File: src/rtl/proc_ctrl.sv
// Control unit for the 9-bit multi-cycle processor: steps T0..T3 per instruction
// and drives one-hot register load / bus-drive enables for mv, mvi, add and sub.
module proc_ctrl #(
    parameter int NREG = 8
) (
    input  logic            clk,
    input  logic            Reset,
    input  logic            Run,
    input  logic [8:0]      IR,
    output logic            IRin,
    output logic [NREG-1:0] Rin,
    output logic [NREG-1:0] Rout,
    output logic            DINout,
    output logic            Gout,
    output logic            Ain,
    output logic            Gin,
    output logic            AddSub,
    output logic            Done,
    output logic            Busy,
    output logic [1:0]      Tstep
);

    typedef enum logic [1:0] {
        T0 = 2'd0,
        T1 = 2'd1,
        T2 = 2'd2,
        T3 = 2'd3
    } tstep_e;

    localparam logic [2:0] OP_MV  = 3'b000;
    localparam logic [2:0] OP_MVI = 3'b001;
    localparam logic [2:0] OP_ADD = 3'b010;
    localparam logic [2:0] OP_SUB = 3'b011;

    tstep_e tstep_q, tstep_d;

    logic [2:0]      op;
    logic [NREG-1:0] x_oh, y_oh;

    assign op   = IR[8:6];
    assign x_oh = NREG'(1) << IR[5:3];
    assign y_oh = NREG'(1) << IR[2:0];

    always_ff @(posedge clk) begin
        if (Reset) tstep_q <= T0;
        else       tstep_q <= tstep_d;
    end

    always_comb begin
        tstep_d = tstep_q;
        IRin    = 1'b0;
        Rin     = '0;
        Rout    = '0;
        DINout  = 1'b0;
        Gout    = 1'b0;
        Ain     = 1'b0;
        Gin     = 1'b0;
        AddSub  = 1'b0;
        Done    = 1'b0;

        unique case (tstep_q)
            T0: begin
                IRin = 1'b1;
                if (Run) tstep_d = T1;
            end
            T1: begin
                unique case (op)
                    OP_MV: begin
                        Rout = y_oh;
                        Rin  = x_oh;
                        Done = 1'b1;
                    end
                    OP_MVI: begin
                        DINout = 1'b1;
                        Rin    = x_oh;
                        Done   = 1'b1;
                    end
                    OP_ADD, OP_SUB: begin
                        Rout = x_oh;
                        Ain  = 1'b1;
                    end
                    default: Done = 1'b1;
                endcase
                tstep_d = Done ? T0 : T2;
            end
            T2: begin
                Rout    = y_oh;
                Gin     = 1'b1;
                AddSub  = (op == OP_SUB);
                tstep_d = T3;
            end
            T3: begin
                Gout    = 1'b1;
                Rin     = x_oh;
                AddSub  = (op == OP_SUB);
                Done    = 1'b1;
                tstep_d = T0;
            end
            default: tstep_d = T0;
        endcase

        // Reset silences every enable in the same cycle so an aborted
        // instruction cannot write any register.
        if (Reset) begin
            IRin   = 1'b0;
            Rin    = '0;
            Rout   = '0;
            DINout = 1'b0;
            Gout   = 1'b0;
            Ain    = 1'b0;
            Gin    = 1'b0;
            AddSub = 1'b0;
            Done   = 1'b0;
        end
    end

    assign Busy  = !Reset && (tstep_q != T0);
    assign Tstep = Reset ? 2'd0 : tstep_q;

endmodule
File: config.mk
export PLATFORM = sky130hd
export DESIGN_NAME = proc_ctrl
export DESIGN_NICKNAME = d
export VERILOG_FILES = /design/src/rtl/proc_ctrl.sv
export SDC_FILE = /design/constraint.sdc
export NUM_CORES = 1
export LEC_CHECK = 0
export CAP_MARGIN = 20
export CORE_UTILIZATION = 28
export DETAILED_ROUTE_END_ITERATION = 16
export MAX_ROUTING_LAYER = met4
export PLACE_DENSITY = 0.74
export SYNTH_ARGS = -nofsm -noshare
export SYNTH_HDL_FRONTEND = slang
export SYNTH_SLANG_ARGS = --single-unit
File: constraint.sdc
create_clock -name clk -period 1.5 [get_ports clk]
set_clock_uncertainty 0.05 [all_clocks]
set_input_delay 0.3 -clock clk [delete_from_list [all_inputs] [get_ports clk]]
set_output_delay 0.3 -clock clk [all_outputs]
set_load 0.03 [all_outputs]
==> impl_results.md, run 1 <==
* Synth Area in Adders at 0.110
* H-Tree Depth at 1
* Synth Instances at 66
* Yosys reg bits at 2
* # rows at 14
* Post-synthesis mux area share at 0
* Sequential area share after synthesis at 0.0879
* Hold_buf cts at 0
* Synth Flop Type: dfxtp_1
* Post-synth top area share at 0.110
* # Post-CTS Setup Buffers at 7
* Hpwl dp at 2.04 mm
* CTS max path bufs at 2
* I/O pin count at 38
* Post-synthesis simple-gate area fraction at 0.544
* Largest cells by area after synthesis: ha_1 11%, dfxtp_1 8.8%, nor3_1 8.8%, nor2_1 8.2%, nor2b_1 8.2%
* Port buffer count at 37
* Net count after synthesis at 82
* Post-CTS Resized at 59
* Largest family of logic cells by synthesized area: simple AND/OR/NAND/NOR gates
* Failed at: 4_1_cts
* Post-Synth XOR/XNOR Area at 0
* Die height at 42.3 um
* Clock buffer count from CTS at 3
* Number of synthesized flops with an enable pin at 0
* Cell Area, Synth at 455 um2
* FFs w/ async S/R, synth at 0
* Clock sinks at 2
* Clk root buf: clkbuf_4
* Yosys cell types at 26
* Count leader, synth: nor2_1
* Mean Syn Cell Area at 6.90 um2
* Top post-synthesis cells by count: 10 x nor2_1, 8 x nor3_1, 6 x nor2b_1
* Ys Warns at 0
* GPL Wtd Cong at 0.750
* Yosys top cell by area: ha_1
* Initial core utilization at 0.302
* Status: aborted with a tool error
* Die Wd at 42.3 um
* Compound-cell area share of the yosys netlist at 0.231
* Log Error: [ERROR DPL-0038] Utilization greater than 100%, impossible to legalize
## kinds of logic after synthesis
| family | count (synthesis) |
|---|---|
| AND/OR/NAND/NOR | 42 |
| AO/OA/AOI/OAI | 15 |
| adder cells (fa/ha/maj) | 4 |
| buffers and inverters | 3 |
| flip-flops | 2 |
## per-stage QoR
| step | setup TNS (ns) | util | instances | area (um2) | worst slack [ns] |
|---|---|---|---|---|---|
| 3_3_place_gp | -12.35 | 0.871 | 149 | 1310 | -0.684 |
| 2_1_floorplan | -3.44 | - | 66 | 757 | -0.356 |
| 3_5_place_dp | -14.22 | 0.871 | 149 | 1310 | -0.745 |
==> inputs of run 2 (changes only) <==
CORE_AREA = 2 2 63 65   (was unset)
CORE_UTILIZATION = unset   (was 28)
DIE_AREA = 0 0 65 67   (was unset)
MAX_ROUTING_LAYER = unset   (was met4)
PLACE_DENSITY = unset   (was 0.74)
PLACE_DENSITY_LB_ADDON = 0.15   (was unset)
clock period = 2 ns   (was 1.5 ns; I/O delays follow)
==> run 2 against run 1 <==
Compared with the run above: the flow now finishes, with violations (negative setup slack); area after synthesis stayed put; synthesized cell count stayed put.
==> impl_results.md, run 2 <==
* Synth Flop Type: dfxtp_1
* Die height at 67 um (+58%)
* Final Non-Filler Cells at between 150 and 200
* Pwr/cell area at 301 nW/um2
* CTS tree: built
* Clock sinks at 2 (unchanged)
* Count leader, synth: nor2_1
* First-pass GRT wire length at 3.45 mm
* Antenna violations before repair at 0
* Ys Warns at 0 (unchanged)
* Post-Synth XOR/XNOR Area at 0 (unchanged)
* Mean Syn Cell Area at 6.90 um2 (unchanged)
* Post-synthesis mux area share at 0 (unchanged)
* Setup ws final at -0.119 ns
* Synth Instances at 66 (unchanged)
* Largest family of logic cells by synthesized area: simple AND/OR/NAND/NOR gates
* Core area at 3610 um2
* Final setup viols at 10
* Clock power frac at 0.371
* Pleak at 0.000571 uW
* Layout cell share with drive strength beyond 1 at 0.701
* GPL Wtd Cong at 0.685 (-8.7%)
* P_sw at about 140 uW
* Violated checks: negative setup slack
* Nets at 152
* Drc violations at 0
* Synth Area in Adders at 0.110 (unchanged)
* Core Util, Final at 0.382
* Hold Path Class: flip-flop to flip-flop
* Post-synthesis simple-gate area fraction at 0.544 (unchanged)
* Area after DPL at 1060 um2 (-19%)
* First-pass DRT Iterations at 3
* Global Route Usage Sum at 0.0999
* Compound-cell area share of the yosys netlist at 0.231 (unchanged)
* Peak Freq at 0.472 GHz
* Initial core utilization at 0.126 (-0.176)
* Worst Tran Pin Value at between 0.2 and 0.3 ns
* Commonest non-fill, non-tap cell in the layout: buf_4
* Post-route cell area at 1380 um2
* Max-cap viol count at 0
* # rows at 22 (+8)
* Final ANT Viol Nets at 0
* CTS max path bufs at 2 (unchanged)
* H-Tree Depth at 1 (unchanged)
* Largest cells by area after synthesis: ha_1 11%, dfxtp_1 8.8%, nor3_1 8.8%, nor2_1 8.2%, nor2b_1 8.2%
* Yosys cell types at 26 (unchanged)
* 1st-iter DRT viols at 9
* Clock buffer count from CTS at 3 (unchanged)
* Cell Area, Synth at 455 um2 (unchanged)
* Combinational power share at 0.511
* Number of synthesized flops with an enable pin at 0 (unchanged)
* Hpwl dp at 1.61 mm (-21%)
* Commonest non-fill, non-tap cells in the layout: 44 x buf_4, 10 x buf_6, 8 x nor2_1
* Port buffer count at 37 (unchanged)
* Yosys reg bits at 2 (unchanged)
* Hold_buf cts at 0 (unchanged)
* Die Wd at 65 um (+54%)
* Top post-synthesis cells by count: 10 x nor2_1, 8 x nor3_1, 6 x nor2b_1
* Net count after synthesis at 82 (unchanged)
* Final hold vios at 0
* Clk root buf: clkbuf_8
* Slew Viols, Final at 0
* Worst-Skew Late Latency at 0.21 ns
* Req. time, crit path at 1.55 ns
* Vias post-DR at 762
* Period minus WS final at 2.12 ns
* Maximum VDD drop at 141 uV
* Hold depth at 2
* Grt total ovfl at 0
* Slew headroom at 0.806
* Routed vias/inst at 4.19
* Final Cycle Share at 1.06
* CP max FO at 4
* Status: finished with violations
* Sequential area share after synthesis at 0.0879 (unchanged)
* Setup CP Type: flip-flop to output port
* Yosys top cell by area: ha_1
* Dpl cells at 172 (+15%)
* Largest net degree at the start of global routing at 10
* R2R Setup Slk at 0.72 ns
* Post-synth top area share at 0.110 (unchanged)
* Antenna cells at 0
* Crit path launch type: flip-flop
* Area delta synth->final at 203%
* Reg power frac at 0.118
* Drt total wl at 2.20 mm
* DIE AREA at 4360 um2
* FF-to-FF End: tstep_q[0]
* Hold path start: tstep_q[0]
* Unrepaired setup endpoints after global routing: true
* P_int at 280 uW
* WHS Endpoint: tstep_q[0]
* Fraction of power spent switching nets at 0.326
* Clk slew on worst S/H paths at approximately 0.03 ns
* FFs w/ async S/R, synth at 0 (unchanged)
* Arr. time, crit path at 1.67 ns
* Number of global-route vias before repair at 747
* Crit. End Element: output port
* I/O pin count at 38 (unchanged)
* R2R depth at 5
* Wire length per cell at roughly 12 um
[run 2: through the flow]
step,worst slack [ns],total power [uW],hold slack [ns],TNS (ns)
6_report,-0.119,415,0.523,-0.654
4_1_cts,-0.123,405,0.526,-0.615
2_1_floorplan,-0.129,120,0.437,-1.15
3_5_place_dp,-0.424,207,0.511,-6.21
3_3_place_gp,-0.383,207,0.509,-6.43
5_1_grt,-0.190,445,0.558,-1.78
[run 2: worst max-delay path, stage by stage (launching register included)]
cell and delay [ns]:
dfxtp_4 0.37, inv_4 0.05, ha_4 0.26, nor2b_4 0.16, nand3b_1 0.16, o32ai_4 0.29, buf_6 0.16
[run 2: timing repair]
item / CTS / global route
pin swaps: 14 / 6
setup endpoints to repair: 22 / 19
resized for setup: 48 / 18
buffers inserted: 5 / 3
hold endpoints to repair: 0 / 0
cloned: 0 / 0
[run 2: cell type report]
| cell class | instances | area [um2] |
|---|---|---|
| clock buffer | 3 | 41.3 |
| fill | 389 | 2230 |
| inverter | 2 | 12.5 |
| multi-input combinational | 61 | 659 |
| sequential | 2 | 45.0 |
| tap | 48 | 60.1 |
| timing repair buffer | 66 | 561 |
[run 2: how the worst max path moves through the flow]
stage	from	endpoint	slack (ns)	depth (start not counted)
final	tstep_q[0]	Rout[2]	-0.12	6
after CTS	tstep_q[0]	Rout[2]	-0.12	6
after detailed placement	IR[7]	Rout[0]	-0.42	6
after global routing	tstep_q[0]	Rout[6]	-0.19	6
after floorplan	flip-flop	Rin[0]	-0.13	5
after global placement	IR[7]	Rout[4]	-0.38	6
[run 2: power groups by stage]
stage / Combinational, uW / Clock (uW) / Sequential [uW]
after global routing: 230 / 165 / 49.2
after floorplan: 73.4 / 0 / 46.1
after global placement: 160 / 0 / 46.3
after CTS: 197 / 160 / 48.7
final: 212 / 154 / 48.8
after detailed placement: 161 / 0 / 46.2
[run 2: kinds of logic (layout without fill, tap and decap cells)]
group	after synthesis	count (layout)
AND/OR/NAND/NOR	42	42
buffers and inverters	3	71
AO/OA/AOI/OAI	15	15
flip-flops	2	2
adder cells (fa/ha/maj)	4	4
[run 2: metal layers]
metal  part of all wire  GRT usage
met3              0.048     0.0135
met2               0.49      0.174
met4                  0    0.00798
met5                  0          0
met1               0.46      0.135
Power figures use the tool's default switching activity.
